==> src/rtl/mem_port_arbiter.sv <==
// mem_port_arbiter
//   Round-robin arbiter giving two requesters (0 = Icache, 1 = Dcache)
//   shared access to a single memory-controller command port. One
//   transaction is in flight at a time: grant, issue, wait for memory,
//   then a one-cycle turnaround before the next grant. All outputs are
//   registered.
//
// Ports
//   clk, rst                  clock, asynchronous active-high reset
//   req_valid0/1              command valid from requester 0 / 1
//   req_rw0/1                 1 = write, 0 = read
//   req_addr0/1               command address
//   req_wdata0/1              write data
//   req_ready0/1              one-cycle completion pulse per requester
//   req_rdata                 shared read data, valid while a req_ready is high
//   mem_valid_data            command valid to memory
//   mem_rw_data               command direction to memory
//   mem_data_addr             address to memory
//   mem_data_wr               write data to memory
//   mem_data_rd               read data from memory
//   mem_ready_data            one-cycle completion pulse from memory
//   last_grant                ID of the most recently granted requester
//   error                     sticky wait-timeout flag
module mem_port_arbiter #(
    parameter int DATA_W  = 256,
    parameter int ADDR_W  = 28,
    parameter int TIMEOUT = 255
) (
    input  logic              clk,
    input  logic              rst,
    input  logic              req_valid0,
    input  logic              req_valid1,
    input  logic              req_rw0,
    input  logic              req_rw1,
    input  logic [ADDR_W-1:0] req_addr0,
    input  logic [ADDR_W-1:0] req_addr1,
    input  logic [DATA_W-1:0] req_wdata0,
    input  logic [DATA_W-1:0] req_wdata1,
    output logic              req_ready0,
    output logic              req_ready1,
    output logic [DATA_W-1:0] req_rdata,
    output logic              mem_valid_data,
    output logic              mem_rw_data,
    output logic [ADDR_W-1:0] mem_data_addr,
    output logic [DATA_W-1:0] mem_data_wr,
    input  logic [DATA_W-1:0] mem_data_rd,
    input  logic              mem_ready_data,
    output logic              last_grant,
    output logic              error
);

    typedef enum logic [1:0] {IDLE, ISSUE, WAIT, DONE} state_t;

    localparam logic [7:0] TIMEOUT_CNT = 8'(TIMEOUT);

    state_t              state, state_nx;
    logic [7:0]          cnt, cnt_nx;
    logic                ready0_nx, ready1_nx;
    logic [DATA_W-1:0]   rdata_nx;
    logic                valid_nx;
    logic                rw_nx;
    logic [ADDR_W-1:0]   addr_nx;
    logic [DATA_W-1:0]   wr_nx;
    logic                last_nx;
    logic                err_nx;
    logic                grant;

    always_ff @(posedge clk or posedge rst) begin
        if (rst) begin
            state          <= IDLE;
            cnt            <= '0;
            req_ready0     <= 1'b0;
            req_ready1     <= 1'b0;
            req_rdata      <= '0;
            mem_valid_data <= 1'b0;
            mem_rw_data    <= 1'b0;
            mem_data_addr  <= '0;
            mem_data_wr    <= '0;
            last_grant     <= 1'b1;
            error          <= 1'b0;
        end else begin
            state          <= state_nx;
            cnt            <= cnt_nx;
            req_ready0     <= ready0_nx;
            req_ready1     <= ready1_nx;
            req_rdata      <= rdata_nx;
            mem_valid_data <= valid_nx;
            mem_rw_data    <= rw_nx;
            mem_data_addr  <= addr_nx;
            mem_data_wr    <= wr_nx;
            last_grant     <= last_nx;
            error          <= err_nx;
        end
    end

    always_comb begin
        state_nx  = state;
        cnt_nx    = cnt;
        ready0_nx = 1'b0;
        ready1_nx = 1'b0;
        rdata_nx  = req_rdata;
        valid_nx  = mem_valid_data;
        rw_nx     = mem_rw_data;
        addr_nx   = mem_data_addr;
        wr_nx     = mem_data_wr;
        last_nx   = last_grant;
        err_nx    = error;
        grant     = 1'b0;

        case (state)
            IDLE: begin
                if (req_valid0 || req_valid1) begin
                    // On a tie the requester that did not win last time goes first.
                    grant    = (req_valid0 && req_valid1) ? ~last_grant : req_valid1;
                    state_nx = ISSUE;
                    valid_nx = 1'b1;
                    last_nx  = grant;
                    rw_nx    = grant ? req_rw1    : req_rw0;
                    addr_nx  = grant ? req_addr1  : req_addr0;
                    wr_nx    = grant ? req_wdata1 : req_wdata0;
                end
            end
            ISSUE: begin
                state_nx = WAIT;
                cnt_nx   = '0;
            end
            WAIT: begin
                if (mem_ready_data) begin
                    valid_nx = 1'b0;
                    if (!mem_rw_data) rdata_nx = mem_data_rd;
                    // last_grant still identifies the owner of the transaction.
                    if (last_grant) ready1_nx = 1'b1;
                    else            ready0_nx = 1'b1;
                    state_nx = DONE;
                end else begin
                    if (cnt != 8'hFF) cnt_nx = cnt + 8'd1;
                    if (cnt_nx >= TIMEOUT_CNT) err_nx = 1'b1;
                end
            end
            DONE: begin
                state_nx = IDLE;
            end
            default: begin
                state_nx = IDLE;
            end
        endcase
    end

endmodule

==> config.mk <==
export PLATFORM = sky130hd
export DESIGN_NAME = mem_port_arbiter
export DESIGN_NICKNAME = d
export VERILOG_FILES = /design/src/rtl/mem_port_arbiter.sv
export SDC_FILE = /design/constraint.sdc
export NUM_CORES = 1
export LEC_CHECK = 0
export ABC_CLOCK_PERIOD_IN_PS = 39100
export CORE_AREA = 2 2 540 542
export DETAILED_ROUTE_END_ITERATION = 10
export DIE_AREA = 0 0 542 544
export SETUP_SLACK_MARGIN = 0.2
export SYNTH_ARGS = -nofsm -noshare
export SYNTH_HDL_FRONTEND = slang
export SYNTH_SLANG_ARGS = --single-unit
==> constraint.sdc <==
create_clock -name clk -period 39.1 [get_ports clk]
set_clock_uncertainty 0.2 [all_clocks]
set_input_delay 7.82 -clock clk [delete_from_list [all_inputs] [get_ports clk]]
set_output_delay 7.82 -clock clk [all_outputs]
set_load 0.02 [all_outputs]
==> flow_summary.toml, run 1 <==
[floorplanning]
io_pins = 1377
die_w_um = 542
start_util_pct = 8.47
die_area_um2 = 295000
num_rows = 198
core-area_um2 = 289000
die_y_um = 544

[route]
vias_per_cell = 3.00
drc = 0
vias = 21500
wire_per_inst_um = 25.5
dr.pass1.iters = 5
drt-initial-drc-count = 1323
ant_nets = 0
drt_wl_total_um = 182000

[timing]
fmax_mhz = 85.0
min_period_over_period_pct = 30.1
rsz0062_at_grt = "no"
hold_viol = 0
tns_ns = 0
worst_slew_pin_slew_ns = 1.22
setup_viol = 0
layout_min_cycle_time_ns = 11.76
slew_violations = 0
relSlewSlack_pct = 16.1

[global_routing]
grt_remaining_overflow = 0
antenna_found_initial = 212
grt_pass1_vias = 21400
grt_use_total_pct = 11.8
grt_start_max_net_pins = 110
grt_first_pass_wirelength_um = 227000

[synth]
ys_top_cells_by_area = "dfrtp_1 57%, mux2_4 15%, mux2i_1 12%, o21ai_0 6.0%, nand2_1 4.6%"
async_reset_ff_share_pct = 100
yosysUniqueCellTypes = 42
avgSynthCellArea_um2 = 13.1
synth_edf_count = 0
yosysTopAreaCell = "dfrtp_1"
synthesis.nets = 2712
synth_top_area_share_pct = 56.6
synth_flop_cell = "dfrtp_1"
ys_seq_elements = 556
netlist_instances = 1877
yosysWarnings = 0
synth-seq-area-share_pct = 56.7
syn_area_um2 = 24500

[flow_run]
drv_cap = 0

[clock_network]
numCtsBuffers = 78
path_clk_slew_ns = 0.05
cts_resized = 0
clock_latency_ns = 0.77
cts.sinks = 556
cts_tree = "done"
htreeDepth = 3
post_cts_buffers = 0
clk_path_buf_depth = 4
root_buffer = "clkbuf_16"
ctsHoldBuffers = 0

[cells_and_area]
final_layout_size_suffix_gt1_share_pct = 12.4
num-nets-final = 4066
final_util_pct = 15.5
layout_common_cells = "1,376 x clkdlybuf4s50_1, 555 x dfrtp_1, 298 x nand2_1"
areaGrowthSynthToFinish_pct = 83.4
fillCellCount = 32100
final_common_cell = "clkdlybuf4s50_1"

[power_and_ir_drop]
p_total_w = 0.00362
irDropWorstVdd_uv = 42.1
power_leakage_nw = 18.4
p_per_area_nw_per_um2 = 80.5

[setup_path]
crit_arrival_ns = 12.19
startpoint_type = "primary input"
critPathRequiredTime_ns = 39.53
crit_type = "primary input to register"
cp_max_fo = 52
worst_setup_path_end_kind = "register"

[placement]
portBuffers = 1376
dp_hpwl_um = 159000
place_congestion = 0.981

[hold_path]
hold_class = "register to register"

[run_status]
outcome = "complete, no violations"
## registers in the layout (all words and copies together) (netlist names)
register,cells
mem_data_addr,28
req_ready1,1
cnt,8
req_rdata,256
mem_valid_data,1
state,2
last_grant,1
mem_rw_data,1
req_ready0,1
error,1
mem_data_wr,256
## through the flow
stage	cells	setup WS, ns	hold WS (ns)	area, um2
after global placement	6951	26.79	0.263	42300
after floorplan	1877	15.53	0.297	24500
after CTS	7082	27.46	0.280	44800
after detailed placement	6951	26.62	0.261	42300
final	7157	27.34	0.273	45000
after global routing	7114	27.21	0.291	44900
## routing by layer
metal	track usage [%]	share of wire, %
met1	13.3	38
met2	17.4	41
met3	6.85	14
met4	6.46	6.2
met5	0	0.43
## cells by family after synthesis
logic type,synth area share [%]
AO/OA/AOI/OAI,6.62
buffers and inverters,4.19
AND/OR/NAND/NOR,5.10
adder cells (fa/ha/maj),0.245
flip-flops,56.7
XOR/XNOR,0.0357
multiplexers,27.1
## where the power goes
part / leakage (nW) / total (W) / internal (W) / switching (W)
registers: 6.77 / 0.00105 / 0.000863 / 0.000183
logic: 10.4 / 0.00186 / 0.000850 / 0.00101
clock network: 1.22 / 0.000712 / 0.000416 / 0.000297
total: 18.4 / 0.00362 / 0.00213 / 0.00149
## worst max-delay path: stages
cell and delay, ns:
clkdlybuf4s50_1 0.49, nand2_2 0.11, or2_4 0.63, buf_4 0.81
buf_4 0.81, buf_4 0.86, mux2_4 0.36
## cell usage after synthesis, drive strengths merged, types with 2 or more instances
library cell,n
o21ai,295
a31oi,3
a21o,2
a21oi,9
ha,4
dfrtp,555
mux2,256
clkbuf,40
mux2i,285
buf,88
nand2,299
nand3,4
nor3,2
nor2,10
inv,6
## final cells by class
cell class | count | area [um2] | share of cell area (%)
repair buffers | 1402 | 14000 | 31.1
flip-flops and latches | 556 | 13900 | 30.9
multi-input cells | 1187 | 9600 | 21.4
well taps | 3800 | 4750 | 10.6
clock buffers | 100 | 2150 | 4.77
clock inverters | 31 | 338 | 0.751
diodes | 75 | 188 | 0.417
inverters | 6 | 30.0 | 0.0668
## final timing paths
check | startpoint | endpoint | slack (ns) | cells after the start
min reg2reg | error | error | 0.27 | 1
max in group asynchronous | rst | req_rdata[191] | 27.95 | 6
min in group asynchronous | rst | req_rdata[60] | 7.39 | 2
max | mem_ready_data | req_rdata[223] | 27.34 | 7
min | error | error | 0.27 | 1
max reg2reg | state[0] | req_rdata[223] | 34.15 | 8
No activity file was read; power rests on OpenSTA's default activity.
==> run 2: changes to the inputs <==
- ABC_CLOCK_PERIOD_IN_PS: 39100 -> 9500
- CORE_AREA: 2 2 540 542 -> 2 2 542 544
- DIE_AREA: 0 0 542 544 -> 0 0 544 546
- clock period: 39.1 -> 9.5 ns (I/O delays scaled with it)
==> flow_summary.toml, run 2 (synthesis results as in run 1) <==
[run_status]
outcome = "complete, no violations"

[power_and_ir_drop]
irDropWorstVdd_uv = 187
p_per_area_nw_per_um2 = 332
combPwrFrac_pct = 51.2
p_clk_share_pct = 19.6
p_sw_share_pct = 41.4
power_leakage_nw = 18.4
p_seq_share_pct = 29.2
netSwitchingPower_w = 0.00620
p_total_w = 0.0150
p_int_w = 0.00879

[setup_path]
worst_setup_path_end_kind = "output port"
critPathRequiredTime_ns = 7.40
startpoint_type = "register"
slowest_delay_ns = 0.75
cp.buffers_inverters = 1
crit_slowest_cell = "dfstp_2"
cp_max_fo = 6
crit_arrival_ns = 2.23
crit_chain = "clkdlybuf4s50_1"
rrSetupSlack_ns = 6.13
cpLargestDelayFamily = "flip-flops"
crit_type = "register to output port"

[floorplanning]
die_y_um = 546
core-area_um2 = 292000
num_rows = 199
start_util_pct = 8.40
die_w_um = 544
die_area_um2 = 297000
io_pins = 1377

[cells_and_area]
num-nets-final = 4058
layout_common_cells = "1,376 x clkdlybuf4s50_1, 555 x dfrtp_1, 298 x nand2_1"
areaGrowthSynthToFinish_pct = 84.3
final_common_cell = "clkdlybuf4s50_1"
final_layout_size_suffix_gt1_share_pct = 12.1
top_regs = "mem_data_wr (256), req_rdata (256), mem_data_addr (28)"
fin_cells = 7282

[clock_network]
cts.sinks = 556
cts_tree = "done"
cts_resized = 0
clock_latency_ns = 0.74
clk_path_buf_depth = 4
root_buffer = "clkbuf_16"
post_cts_buffers = 0
htreeDepth = 3
path_clk_slew_ns = 0.06
numCtsBuffers = 77
ctsHoldBuffers = 0

[route]
drc = 0
wire_per_inst_um = 25.6
drt-initial-drc-count = 1381
vias_per_cell = 2.96
vias = 21500
drt_wl_total_um = 187000
ant_nets = 0
dr.pass1.iters = 7

[placement]
portBuffers = 1376
dp_hpwl_um = 161000
place_congestion = 1.06
dp_cells = 7063

[hold_path]
hold_class = "register to register"

[global_routing]
grt_pass1_vias = 21500
grt_use_total_pct = 12.1
grt_start_max_net_pins = 234
grt_remaining_overflow = 0
grt_first_pass_wirelength_um = 233000
antenna_found_initial = 204

[timing]
slew_violations = 0
layout_min_cycle_time_ns = 4.33
fmax_mhz = 231
min_period_over_period_pct = 45.5
hold_viol = 0
setup_viol = 0
relSlewSlack_pct = 26.6
worst_slew_pin_slew_ns = 1.10
rsz0062_at_grt = "no"

[flow_run]
drv_cap = 0
## run 2: cell types whose count changed in the layout (fill, tap and decap cells not counted), sizes merged
cell and change:
clkinvlp +3, inv -4, diode +11, clkinv -7, buf -7, clkbuf +10
## run 2: final cells by class
cell class / instances / area (um2)
Fill cell: 32400 / 247000
Tap cell: 3919 / 4900
Multi-Input combinational cell: 1187 / 9600
Inverter: 6 / 26.3
Timing Repair Buffer: 1395 / 14100
Antenna cell: 86 / 215
Sequential cell: 556 / 13900
Clock buffer: 110 / 2210
Clock inverter: 23 / 273
## run 2: worst paths after layout
check | startpoint | endpoint | cells past startpoint
max | last_grant | last_grant | 1
max in group asynchronous | rst | mem_data_wr[239] | 4
min reg2reg | mem_data_wr[53] | mem_data_wr[53] | 2
min | mem_data_wr[53] | mem_data_wr[53] | 2
max reg2reg | state[0] | req_rdata[215] | 6
min in group asynchronous | rst | mem_data_wr[132] | 2
## run 2: metrics by stage
stage	hold WS (ns)	setup TNS (ns)	util [%]	worst slack, ns	area [um2]
floorplan	0.297	-92.66	-	-0.167	24500
global placement	0.263	0	14.6	4.49	42500
detailed placement	0.269	0	14.6	4.47	42500
CTS	0.283	0	15.4	4.98	45000
global route	0.288	0	15.4	5.06	45100
finish	0.277	0	15.5	5.17	45200
## run 2: metal layers
| layer | share of wire, % | GRT usage (%) | vias up |
|---|---|---|---|
| met5 | 0.40 | 0 | - |
| met3 | 14 | 7.22 | 461 |
| met2 | 42 | 17.8 | 1359 |
| met1 | 38 | 13.3 | 10200 |
| met4 | 6.1 | 6.77 | 112 |
| li1 | - | - | 9365 |
## run 2: power by group through the flow
stage	Combinational (W)	Clock [W]	Sequential, W
floorplan	0.00225	0	0.00558
global placement	0.00775	0	0.00435
detailed placement	0.00777	0	0.00440
CTS	0.00780	0.00308	0.00437
global route	0.00813	0.00315	0.00450
finish	0.00768	0.00294	0.00437
==> run 3: changes to the inputs <==
- ABC_CLOCK_PERIOD_IN_PS: 9500 -> 4300
- CORE_AREA: 2 2 542 544 -> 2 2 529 531
- DIE_AREA: 0 0 544 546 -> 0 0 531 533
- clock period: 9.5 -> 4.3 ns (I/O delays scaled with it)
==> flow_summary.toml, run 3 (synthesis results as in run 1) <==
[clock_network]
path_clk_slew_ns = 0.06
clock_latency_ns = 0.77
clk_path_buf_depth = 4
ctsHoldBuffers = 0
cts.sinks = 556
root_buffer = "clkbuf_16"
cts_tree = "done"
post_cts_buffers = 0
cts_resized = 0
htreeDepth = 3
numCtsBuffers = 77

[cells_and_area]
layout_common_cells = "1,376 x clkdlybuf4s50_1, 555 x dfrtp_1, 298 x nand2_1"
areaGrowthSynthToFinish_pct = 85.7
num-nets-final = 4131
final_area_um2 = 45500
final_common_cell = "clkdlybuf4s50_1"
final_layout_size_suffix_gt1_share_pct = 14.0
top_regs = "mem_data_wr (256), req_rdata (256), mem_data_addr (28)"

[hold_path]
hold_depth = 1
worstHoldEndpoint = "error"
hp-start = "error"
hold_class = "register to register"

[timing]
rsz0062_at_grt = "no"
setup_viol = 0
min_period_over_period_pct = 74.4
fmax_mhz = 312
relSlewSlack_pct = 45.1
holdWs_ns = 0.275
worst_slew_pin_slew_ns = 0.821
slew_violations = 0
hold_viol = 0
layout_min_cycle_time_ns = 3.20

[setup_path]
crit_arrival_ns = 2.14
startpoint_type = "register"
rrSetupSlack_ns = 1.64
critPathRequiredTime_ns = 3.24
reg2reg_from = "state[0]"
cp_max_fo = 2
cpLargestDelayFamily = "buffers and inverters"
crit_chain = "clkdlybuf4s50_1"
cp.buffers_inverters = 1
rr_worst_depth = 7
slowest_delay_ns = 0.93
crit_type = "register to output port"
worst_setup_path_end_kind = "output port"
r2r-end = "req_rdata[222]"
crit_slowest_cell = "clkdlybuf4s50_1"

[flow_run]
drv_cap = 0

[route]
drc = 0
drt_wl_total_um = 176000
ant_nets = 0
vias_per_cell = 3.08
drt-initial-drc-count = 1269
dr.pass1.iters = 5
wl_met2_um = 76000
wire_per_inst_um = 24.7
top_layer = "met5"
wl_met3_um = 24800
wl_met1_um = 64100
vias = 22000

[placement]
dp_hpwl_um = 152000
place_congestion = 0.983
portBuffers = 1376
place_area_um2 = 42900

[floorplanning]
num_rows = 194
die_y_um = 533
die_area_um2 = 283000
io_pins = 1377
die_w_um = 531
start_util_pct = 8.82
core-area_um2 = 278000

[power_and_ir_drop]
p_per_area_nw_per_um2 = 724
irDropWorstVdd_uv = 368
p_total_w = 0.0330
power_leakage_nw = 18.8

[global_routing]
grt_pass1_vias = 22100
grt_remaining_overflow = 0
grt_use_total_pct = 11.9
grt_first_pass_wirelength_um = 221000
grt_start_max_net_pins = 140
antenna_found_initial = 183

[run_status]
outcome = "complete, no violations"
==> run 3: cell types whose count changed in the layout (fill, tap and decap cells not counted) <==
cell / previous run / this run
clkbuf_8: 16 / 12
clkbuf_1: 17 / 14
clkinvlp_4: 6 / 2
clkinv_2: 6 / 8
buf_12: 11 / 18
bufinv_16: 4 / 6
buf_4: 8 / 74
clkinv_4: 2 / 3
diode_2: 86 / 73
==> run 3: report_power, final <==
part | internal [W] | leakage (nW) | switching (W) | total [W]
registers | 0.00784 | 6.77 | 0.00195 | 0.00980
clock network | 0.00385 | 1.21 | 0.00265 | 0.00650
logic | 0.00788 | 10.8 | 0.00878 | 0.0167
total | 0.0196 | 18.8 | 0.0134 | 0.0330
==> run 3: worst max-delay path by stage <==
stage / start / to / slack [ns] / cells past startpoint
after floorplan: rst / cnt[0] / -4.33 / 1
after global placement: req_valid1 / mem_data_wr[243] / 0.94 / 6
after detailed placement: req_valid1 / mem_data_addr[18] / 0.92 / 6
after CTS: mem_valid_data / mem_valid_data / 0.86 / 1
after global routing: mem_valid_data / mem_valid_data / 0.97 / 1
final: mem_data_wr[226] / mem_data_wr[226] / 1.10 / 1
==> run 3: stage by stage <==
step | setup WS (ns) | instances | setup TNS (ns) | util, %
final | 1.10 | 7141 | 0 | 16.4
after global routing | 0.969 | 7105 | 0 | 16.4
after CTS | 0.857 | 7068 | 0 | 16.3
after detailed placement | 0.917 | 6941 | 0 | 15.4
after global placement | 0.937 | 6941 | 0 | 15.4
after floorplan | -4.33 | 1877 | -2403.67 | -
==> run 3: cell type report <==
| class | count | area (um2) |
|---|---|---|
| clock inverters | 24 | 322 |
| diodes | 73 | 183 |
| fillers | 30600 | 232000 |
| inverters | 6 | 26.3 |
| flip-flops and latches | 556 | 13900 |
| repair buffers | 1468 | 14700 |
| well taps | 3724 | 4660 |
| multi-input cells | 1187 | 9600 |
| clock buffers | 103 | 2140 |
==> run 3: metal layers <==
metal / vias up / global-route usage (%)
met5: - / 0
met2: 1391 / 18.2
li1: 9459 / -
met3: 438 / 6.91
met1: 10600 / 12.9
met4: 124 / 6.38
